### src/rtl/inst_fetch.sv
// ---------------------------------------------------------------------------
// inst_fetch
//
// Instruction-fetch front end. Owns the program counter, drives the
// word-indexed relative address to the instruction memory (which samples it
// on each rising edge and returns the word after that edge), and presents
// fetched instructions with their PC to decode. A one-entry hold buffer
// absorbs decode back-pressure; a branch/jump redirect squashes whatever is
// in flight or held and restarts fetch at the target after a 1-cycle bubble.
//
// Optional feature (compile-time macro FETCH_BOUNDS_CHECK_EN):
//   when defined, an issue with pc > MEM_SIZE is refused and the block
//   enters a sticky FAULT state (if_fault=1, if_valid=0) until a redirect
//   or reset. When undefined, there is no FAULT state, if_fault is 0 and
//   the pc free-runs with 32-bit wrap.
//
// Ports:
//   clk        in   1   rising-edge clock
//   rst_n      in   1   asynchronous active-low reset
//   mem_addr   out  32  relative word address to instruction memory (= pc)
//   mem_instr  in   32  read data for the address sampled at the previous edge
//   if_instr   out  32  instruction to decode
//   if_pc      out  32  relative word address of if_instr
//   if_valid   out  1   if_instr/if_pc valid this cycle
//   if_stall   in   1   decode cannot accept this cycle
//   br_taken   in   1   single-cycle redirect request
//   br_target  in   32  relative word address to fetch after a redirect
//   if_fault   out  1   sticky out-of-bounds fetch flag (0 without the feature)
// ---------------------------------------------------------------------------
module inst_fetch #(
  parameter logic [31:0] RESET_PC = 32'd0,
  parameter logic [31:0] MEM_SIZE = 32'd15
) (
  input  logic        clk,
  input  logic        rst_n,
  output logic [31:0] mem_addr,
  input  logic [31:0] mem_instr,
  output logic [31:0] if_instr,
  output logic [31:0] if_pc,
  output logic        if_valid,
  input  logic        if_stall,
  input  logic        br_taken,
  input  logic [31:0] br_target,
  output logic        if_fault
);

`ifdef FETCH_BOUNDS_CHECK_EN
  typedef enum logic [1:0] {RUN, HOLD, FAULT} state_t;
`else
  typedef enum logic {RUN, HOLD} state_t;
`endif

  state_t      state;
  logic [31:0] pc;
  logic        infl;
  logic [31:0] infl_pc;
  logic [31:0] hold_instr;
  logic [31:0] hold_pc;

  logic        issue;
  logic        capture;

  // The memory always sees the pc register directly, so whatever pc holds at
  // an edge is the word that comes back in the following cycle.
  assign mem_addr = pc;

`ifdef FETCH_BOUNDS_CHECK_EN
  assign if_fault = (state == FAULT);
`else
  // MEM_SIZE only matters to the bounds check; keep it referenced here.
  logic [31:0] unused_mem_size;
  assign unused_mem_size = MEM_SIZE;
  assign if_fault = 1'b0;
`endif

  // Decide what the coming edge does, below the redirect in priority.
  // capture: decode refused a live RUN-state instruction, so park it in the
  // hold buffer (the read launched at that edge is thrown away and the pc is
  // re-fetched when the hold drains). issue: launch a fetch of pc.
  always_comb begin
    capture = 1'b0;
    issue   = 1'b0;
    if (!br_taken) begin
      case (state)
        RUN: begin
          capture = infl && if_stall;
          issue   = !(infl && if_stall);
        end
        HOLD: begin
          issue = !if_stall;
        end
        default: begin
          issue = 1'b0;
        end
      endcase
    end
  end

  // Output mux: in RUN the memory data is passed straight through for the
  // in-flight fetch; in HOLD the parked entry is shown; FAULT shows nothing.
  always_comb begin
    if_valid = 1'b0;
    if_instr = mem_instr;
    if_pc    = infl_pc;
    case (state)
      RUN: begin
        if_valid = infl;
      end
      HOLD: begin
        if_valid = 1'b1;
        if_instr = hold_instr;
        if_pc    = hold_pc;
      end
      default: begin
        if_valid = 1'b0;
      end
    endcase
  end

  // Single state register block. A redirect beats everything, including a
  // stalled HOLD: the squashed entry is simply forgotten and the target goes
  // out on the next edge. A stalled HOLD leaves every register untouched.
  always_ff @(posedge clk or negedge rst_n) begin
    if (!rst_n) begin
      state      <= RUN;
      pc         <= RESET_PC;
      infl       <= 1'b0;
      infl_pc    <= 32'd0;
      hold_instr <= 32'd0;
      hold_pc    <= 32'd0;
    end else if (br_taken) begin
      pc    <= br_target;
      infl  <= 1'b0;
      state <= RUN;
    end else if (issue) begin
`ifdef FETCH_BOUNDS_CHECK_EN
      if (pc > MEM_SIZE) begin
        infl  <= 1'b0;
        state <= FAULT;
      end else
`endif
      begin
        infl    <= 1'b1;
        infl_pc <= pc;
        pc      <= pc + 32'd1;
        state   <= RUN;
      end
    end else if (capture) begin
      hold_instr <= mem_instr;
      hold_pc    <= infl_pc;
      infl       <= 1'b0;
      state      <= HOLD;
    end
  end

endmodule
### config.mk
export PLATFORM = sky130hd
export DESIGN_NAME = inst_fetch
export DESIGN_NICKNAME = d
export VERILOG_FILES = /design/src/rtl/inst_fetch.sv
export SDC_FILE = /design/constraint.sdc
export NUM_CORES = 1
export LEC_CHECK = 0
export CAP_MARGIN = 20
export CORE_ASPECT_RATIO = 0.6
export CORE_MARGIN = 5
export CORE_UTILIZATION = 53
export DETAILED_ROUTE_END_ITERATION = 8
export PLACE_DENSITY = 0.86
export REMOVE_ABC_BUFFERS = 1
export SYNTH_ARGS = -nofsm -noshare
export SYNTH_HDL_FRONTEND = slang
export SYNTH_SLANG_ARGS = --single-unit
### constraint.sdc
create_clock -name clk -period 5.1 [get_ports clk]
set_input_delay 1.02 -clock clk [delete_from_list [all_inputs] [get_ports clk]]
set_output_delay 1.02 -clock clk [all_outputs]
set_load 0.02 [all_outputs]
==> results of run 1 <==
flip-flops by register name, indices dropped and copies added, names as in the netlist:
signal / cells
hold_instr: 32
hold_pc: 32
infl: 1
infl_pc: 32
mem_addr: 32
state: 1
power breakdown:
| group | total (mW) | switching (mW) | internal, mW |
|---|---|---|---|
| logic | 0.811 | 0.371 | 0.440 |
| clock network | 1.08 | 0.445 | 0.639 |
| registers | 1.40 | 0.155 | 1.25 |
| total | 3.30 | 0.971 | 2.33 |
stage by stage:
stage / util / setup slack, ns / area, µm²
3_3_place_gp: 0.704 / 1.64 / 8060
4_1_cts: 0.750 / 1.12 / 8580
5_1_grt: 0.751 / 1.57 / 8600
2_1_floorplan: - / 1.62 / 6160
6_report: 0.751 / 1.67 / 8600
3_5_place_dp: 0.704 / 1.56 / 8060
cell type report:
cell class | instances | area (µm²) | area share
timing repair buffer | 172 | 1710 | 0.199
inverter | 3 | 11.3 | 0.00131
tap | 160 | 200 | 0.0233
clock inverter | 10 | 62.6 | 0.00727
clock buffer | 21 | 460 | 0.0535
sequential | 130 | 3250 | 0.378
multi-input combinational | 399 | 2900 | 0.337
critical path, stage by stage (launching register included):
cell             delay (ns)
dfrtp_2                0.68
buf_4                  0.38
mux2_2                 0.37
clkdlybuf4s50_1        0.56
cells in the final DEF, fill, tap and decap left out, types with 4 or more instances in the layout:
master	synthesis	final
and3_1	13	13
buf_4	1	7
clkbuf_16	0	17
clkdlybuf4s50_1	0	162
clkinv_2	0	6
dfrtp_1	130	129
mux2_2	129	129
nand2_1	131	131
nand3_1	11	11
nand4_1	10	10
nor2_1	6	5
nor2b_1	4	4
nor3_1	8	8
o21ai_0	23	23
xnor2_1	4	4
xor2_1	18	18
cell families after synthesis:
group,count (synthesis),synth area share
simple gates,201,0.151
mux,131,0.234
xor+xnor,22,0.0306
compound gates,43,0.0430
flops,130,0.517
fa+ha+maj,1,0.00199
other cells,1,0.000596
buf+inv,34,0.0221
final timing paths:
path | from | to | slack [ns] | depth (start not counted)
min in group asynchronous | rst_n | hold_instr[13] | 0.63 | 1
hold reg to reg | infl_pc[6] | infl_pc[6] | 0.50 | 2
setup / recovery | state | if_pc[28] | 1.67 | 3
setup reg to reg | state | mem_addr[17] | 2.14 | 5
hold / removal | infl_pc[6] | infl_pc[6] | 0.50 | 2
max in group asynchronous | rst_n | mem_addr[22] | 3.28 | 2
per-layer routing:
layer / vias to the layer above / track usage / routed length, µm
met5: - / 0 / 0
met4: 0 / 0.0762 / 104
met3: 12 / 0.0748 / 1600
met2: 207 / 0.371 / 7620
met1: 2405 / 0.340 / 7390
li1: 2285 / - / -
==> impl_metrics.yaml, run 1 <==
run_status:
  status: "finished clean"
timing:
  fin_crit_sh: 0.672
  fmax_ghz: 0.292
  final.min_clock_period_ns: 3.43
  setup_tns_ns: 0
  tightest_slew_ns: 1.08
  whs_ns: 0.495
  hold_viol: 0
  setup_viol: 0
  slew_headroom: 0.282
  rsz0062_at_grt: "false"
  finalClockSkew_ns: 0.0164
  maxSlewViolCount: 0
routing:
  first_iter_violations: 353
  drc: 0
  routed_wl_mm: 16.7
  ant_nets: 0
  viasPerCell: 5.48
  avgRoutedWirePerCell_um: 18.7
  firstDrtPassIters: 5
  num_vias: 4909
grt:
  grt_max_degree: 80
  grt_pass1_wl_mm: 27.2
  grt_pass1_vias: 5204
  gr-total-overflow: 0
  gr-usage-all-layers: 0.245
  antenna_found_initial: 0
clock_tree:
  cts_buffer_depth: 2
  holdBufCountCts: 0
  post-cts-setup-buffers: 0
  cts_tree: "done"
  clk_latency_ns: 0.42
  clockRootBuffer: "clkbuf_16"
  cts_buffers: 17
  clk_transition_reported_paths_ns: 0.06
  cts.htree.levels: 4
  clock-sinks: 130
  cts_resized: 0
die:
  rows: 30
  die_h_um: 94.4
  dieWidth_um: 151
  initial_core_util: 0.550
  coreArea_um2: 11400
  die-area_um2: 14200
  ios: 166
yosys:
  yosysMostFrequentCell: "nand2_1"
  synthCells: 563
  netlist_top_cells_count: "nand2_1, dfrtp_1, mux2_2"
  synth-seq-cells: 130
  synth_warnings: 0
  syn-cell-area_um2: 6290
  synth_edf_count: 0
  syn_avg_cell_area_um2: 11.2
  synth_cell_types: 47
  yosys.area.top_type: "dfrtp_1"
  synth_area_leaders: "dfrtp_1, mux2_2, nand2_1"
  synth_seq_area_share: 0.517
  synth_top_area_share: 0.517
  synthArstFlopShare: 1.00
  synth-main-ff-cell: "dfrtp_1"
setup_path:
  crit_type: "reg2out"
  path_max_fanout: 21
  worst_ep_required_time_ns: 4.08
  setup.worst_path.end_class: "output pin"
  setup.worst_path.start_class: "flop"
  worstPathArrival_ns: 2.41
place:
  dp_cells: 863
  io_buffer_count: 164
  hpwl_mm: 11.6
  gp_congestion: 0.827
layout:
  layout-drive-gt1-share: 0.242
  n_antenna_cell: 0
  fillers: 749
  instances_no_fill: 895
  nets: 792
  area_growth_pct: 36.7
power:
  p_per_area_nw_per_um2: 384
  ir_worst_vdd_v: 0.000286
  p_total_mw: 3.30
  p_leak_nw: 3.71
min_path:
  min-delay-path-class: "reg2reg"
run:
  cap_viol_max_count: 0
Power figures use the tool's default switching activity.
==> inputs of run 2 (changes only) <==
--- a/config.mk
+++ b/config.mk
@@ -8,9 +8,9 @@
 export CAP_MARGIN = 20
 export CORE_ASPECT_RATIO = 0.6
 export CORE_MARGIN = 5
-export CORE_UTILIZATION = 53
+export CORE_UTILIZATION = 44
 export DETAILED_ROUTE_END_ITERATION = 8
-export PLACE_DENSITY = 0.86
+export PLACE_DENSITY = 0.76
 export REMOVE_ABC_BUFFERS = 1
 export SYNTH_ARGS = -nofsm -noshare
 export SYNTH_HDL_FRONTEND = slang
==> constraint.sdc (replaced) <==
create_clock -name clk -period 2.88 [get_ports clk]
set_input_delay 0.576 -clock clk [delete_from_list [all_inputs] [get_ports clk]]
set_output_delay 0.576 -clock clk [all_outputs]
set_load 0.02 [all_outputs]
==> run 2 against run 1 <==
  * Combinational power grew 78%
  * Clock power grew 130%
  * Largest power group unchanged
  * Routed wire length grew 0.32%
  * First-iteration DRC count grew 6.2%
  * Sequential power grew 77%
  * Count of clock-buffer cells in the layout shrank 2
  * Sequential share of layout area shrank 1.1 points
  * Critical path depth is the same
==> impl_metrics.yaml, run 2 (synthesis results as in run 1) <==
run_status:
  status: "finished clean"
die:
  rows: 33
  ios: 166
  coreArea_um2: 13800
  die_h_um: 103
  die-area_um2: 16900
  initial_core_util: 0.455
  dieWidth_um: 164
layout:
  nets: 797
  fillers: 1051
  instances_no_fill: 933
  mostFrequentLayoutCells: "clkdlybuf4s50_1, nand2_1, mux2_2, dfrtp_1, o21ai_0"
  layout-drive-gt1-share: 0.250
  final_common_cell: "clkdlybuf4s50_1"
  area_growth_pct: 40.9
  n_antenna_cell: 0
  fin_util: 0.641
clock_tree:
  cts.htree.levels: 4
  clk_latency_ns: 0.41
  clk_transition_reported_paths_ns: 0.06
  post-cts-setup-buffers: 1
  holdBufCountCts: 0
  cts_buffer_depth: 2
  clock-sinks: 130
  cts_resized: 0
  clockRootBuffer: "clkbuf_16"
  cts_tree: "done"
  cts_buffers: 17
timing:
  setup_slack_ns: 0.125
  slew_headroom: 0.573
  setup_viol: 0
  fmax_ghz: 0.363
  hold_viol: 0
  final.min_clock_period_ns: 2.75
  finalClockSkew_ns: 0.00929
  setup_tns_ns: 0
  tightest_slew_ns: 0.636
  rsz0062_at_grt: "false"
  maxSlewViolCount: 0
  fin_crit_sh: 0.957
setup_path:
  worstPathArrival_ns: 2.18
  setup.worst_path.end_class: "output pin"
  cp_slowest_cell: "clkdlybuf4s50_1"
  worst_ep_required_time_ns: 2.30
  crit_type: "reg2out"
  cp_cell_sequence: "buf_12 -> mux2_2 -> clkdlybuf4s50_1"
  setup.worst_path.start_class: "flop"
  max_stage_delay_ns: 0.55
  path_max_fanout: 37
grt:
  antenna_found_initial: 0
  gr-total-overflow: 0
  grt_max_degree: 64
  gr-usage-all-layers: 0.205
  grt_pass1_wl_mm: 27.2
  grt_pass1_vias: 5192
routing:
  drc: 0
  avgRoutedWirePerCell_um: 18.0
  ant_nets: 0
  viasPerCell: 5.26
  first_iter_violations: 375
  routed_wl_mm: 16.8
  firstDrtPassIters: 4
  num_vias: 4908
power:
  p_total_mw: 6.38
  p_per_area_nw_per_um2: 720
  p_leak_nw: 3.80
  ir_worst_vdd_v: 0.000510
place:
  dpl_worst_slack_ns: 0.336
  io_buffer_count: 164
  hpwl_mm: 11.8
  gp_congestion: 0.837
  dp_cells: 900
min_path:
  min-delay-path-class: "in2async"
run:
  cap_viol_max_count: 0
run 2: changes by cell type in the layout (fill, tap and decap cells not counted), sizes merged:
cell,change
clkinv,-4
inv,+1
bufinv,+6
buf,+5
clkbuf,-2
run 2: cell type report:
cell class                      count  area, µm²  area share
Inverter                            3       11.3     0.00127
Tap cell                          192        240      0.0271
Timing Repair Buffer              177       1770       0.200
Clock inverter                     13        231      0.0261
Multi-Input combinational cell    399       2910       0.328
Clock buffer                       19        443      0.0500
Sequential cell                   130       3260       0.368
run 2: worst max-delay path, delay by kind of cell, from the launching register on:
family / cells / cell delay, ns
buf+inv: 2 / 0.82
flops: 1 / 0.54
mux: 1 / 0.40
run 2: final timing paths:
check,start,end,slack (ns),cells past startpoint
worst min-delay path,rst_n,hold_instr[1],0.1,1
worst max-delay path,state,if_pc[27],0.13,3
worst min register to register,infl_pc[27],infl_pc[27],0.49,2
max in group asynchronous,rst_n,hold_instr[11],2.09,2
min in group clk,infl_pc[27],infl_pc[27],0.49,2
worst max register to register,state,mem_addr[12],0.48,6
run 2: layer usage:
metal,vias to the layer above,track usage,share of wire
met2,160,0.322,0.45
li1,2285,-,-
met3,22,0.0631,0.070
met5,-,0,0
met4,0,0.0581,0.013
met1,2441,0.279,0.46
run 2: report_power, final:
part | total, mW | internal [mW] | switching [mW] | leakage [nW]
logic | 1.44 | 0.787 | 0.655 | 1.89
registers | 2.48 | 2.21 | 0.271 | 1.59
clock network | 2.45 | 1.65 | 0.806 | 0.324
total | 6.38 | 4.65 | 1.73 | 3.80
run 2: per-stage QoR:
step | instance area (µm²) | hold slack (ns)
global route | 8860 | 0.134
floorplan | 6160 | 0.280
detailed placement | 8180 | 0.481
CTS | 8860 | 0.112
finish | 8860 | 0.0979
global placement | 8180 | 0.472
==> inputs of run 3 (changes only) <==
--- a/config.mk
+++ b/config.mk
@@ -10,6 +10,7 @@
 export CORE_MARGIN = 5
 export CORE_UTILIZATION = 44
 export DETAILED_ROUTE_END_ITERATION = 8
+export GPL_TIMING_DRIVEN = 0
 export PLACE_DENSITY = 0.76
 export REMOVE_ABC_BUFFERS = 1
 export SYNTH_ARGS = -nofsm -noshare
==> run 3 against run 2 <==
  * Non-clock buffer count fell by 4
  * Worst hold slack improved by 0.025 ns
  * First-iteration DRC count fell by 40%
  * Design area fell by 0.44%
  * Critical path type unchanged
  * Highest routed layer unchanged
  * Largest cell class unchanged
  * Critical endpoint is now if_valid
  * Clock power fell by 8%
==> impl_metrics.yaml, run 3 (synthesis results as in run 1) <==
routing:
  routed_wl_mm: 17.0
  drc: 0
  num_vias: 4915
  firstDrtPassIters: 5
  avgRoutedWirePerCell_um: 18.3
  ant_nets: 0
  first_iter_violations: 225
  viasPerCell: 5.30
layout:
  design_area_um2: 8820
  area_growth_pct: 40.2
  mostFrequentLayoutCells: "clkdlybuf4s50_1, nand2_1, mux2_2, dfrtp_1, o21ai_0"
  layout-drive-gt1-share: 0.245
  n_antenna_cell: 0
  nets: 793
  instances_no_fill: 928
  fin_util: 0.638
  final_common_cell: "clkdlybuf4s50_1"
power:
  ir_worst_vdd_v: 0.000381
  p_total_mw: 6.18
  p_per_area_nw_per_um2: 701
  p_leak_nw: 3.77
timing:
  tightest_slew_ns: 0.975
  hold_viol: 0
  setup_tns_ns: 0
  finalClockSkew_ns: 0.0104
  fin_crit_sh: 0.938
  setup_viol: 0
  final.min_clock_period_ns: 2.70
  slew_headroom: 0.348
  rsz0062_at_grt: "false"
  setup_slack_ns: 0.178
  whs_ns: 0.123
  fmax_ghz: 0.370
  maxSlewViolCount: 0
clock_tree:
  clock-sinks: 130
  clk_transition_reported_paths_ns: 0.06
  holdBufCountCts: 0
  clk_latency_ns: 0.42
  cts_buffers: 17
  cts_tree: "done"
  cts.htree.levels: 4
  clockRootBuffer: "clkbuf_16"
  cts_buffer_depth: 2
grt:
  gr-usage-all-layers: 0.207
  grt_max_degree: 73
  grt_pass1_wl_mm: 27.4
  grt_pass1_vias: 5296
  antenna_found_initial: 0
  gr-total-overflow: 0
die:
  initial_core_util: 0.455
  ios: 166
  die-area_um2: 16900
  die_h_um: 103
  rows: 33
  dieWidth_um: 164
  coreArea_um2: 13800
setup_path:
  worst_ep_required_time_ns: 2.30
  max_stage_delay_ns: 0.59
  setup.worst_path.start_class: "flop"
  path_buf_inv: 2
  crit_type: "reg2out"
  cp_slowest_cell: "clkdlybuf4s50_1"
  crit_family: "buffers and inverters"
  setup.worst_path.end_class: "output pin"
  worstPathArrival_ns: 2.13
  path_max_fanout: 44
  cp_cell_sequence: "buf_16 -> or2_2 -> clkdlybuf4s50_1"
place:
  dp_cells: 892
  dpl_worst_slack_ns: -0.0395
  postPlaceCellArea_um2: 8150
  hpwl_mm: 11.6
  gp_congestion: 0.827
  io_buffer_count: 164
min_path:
  min-delay-path-class: "in2async"
run:
  cap_viol_max_count: 0
run_status:
  status: "finished clean"
run 3: metal layers:
metal  part of all wire  global-route usage  up-vias
met5                  0                   0        -
met4             0.0085              0.0454        0
met3              0.087              0.0687       16
met2               0.46               0.334      185
met1               0.44               0.277     2430
li1                   -                   -     2284
run 3: what timing repair did:
action / 4_1_cts / 5_1_grt
setup buffers: 1 / 4
endpoints found under the setup margin: 42 / 16
resized for setup: 0 / 1
run 3: worst paths after layout:
check                                start  cells after the start           end  slack [ns]
worst max-delay path                 state                      3      if_valid        0.18
worst min-delay path                 rst_n                      1   hold_pc[19]        0.12
worst max register to register       state                      5  mem_addr[30]        0.34
worst min register to register  infl_pc[7]                      2    infl_pc[7]        0.49
max in group asynchronous            rst_n                      2   hold_pc[28]        1.99
min in group clk                infl_pc[7]                      2    infl_pc[7]        0.49
run 3: power by group:
group | total, mW | switching [mW] | internal (mW)
combinational | 1.45 | 0.659 | 0.788
sequential | 2.48 | 0.264 | 2.21
clock | 2.26 | 0.811 | 1.45
total | 6.18 | 1.73 | 4.45
run 3: cell type report:
class / count / area, µm²
clock inverters: 12 / 185
flip-flops and latches: 130 / 3260
well taps: 192 / 240
fillers: 1082 / 5010
inverters: 3 / 11.3
multi-input cells: 399 / 2920
repair buffers: 173 / 1780
clock buffers: 19 / 433
run 3: worst reg2reg max path: stages, from the launching register on:
cell	delay [ns]
dfrtp_4	0.51
buf_16	0.20
o21a_1	0.42
nor2_4	0.80
and3_1	0.37
a221oi_1	0.11
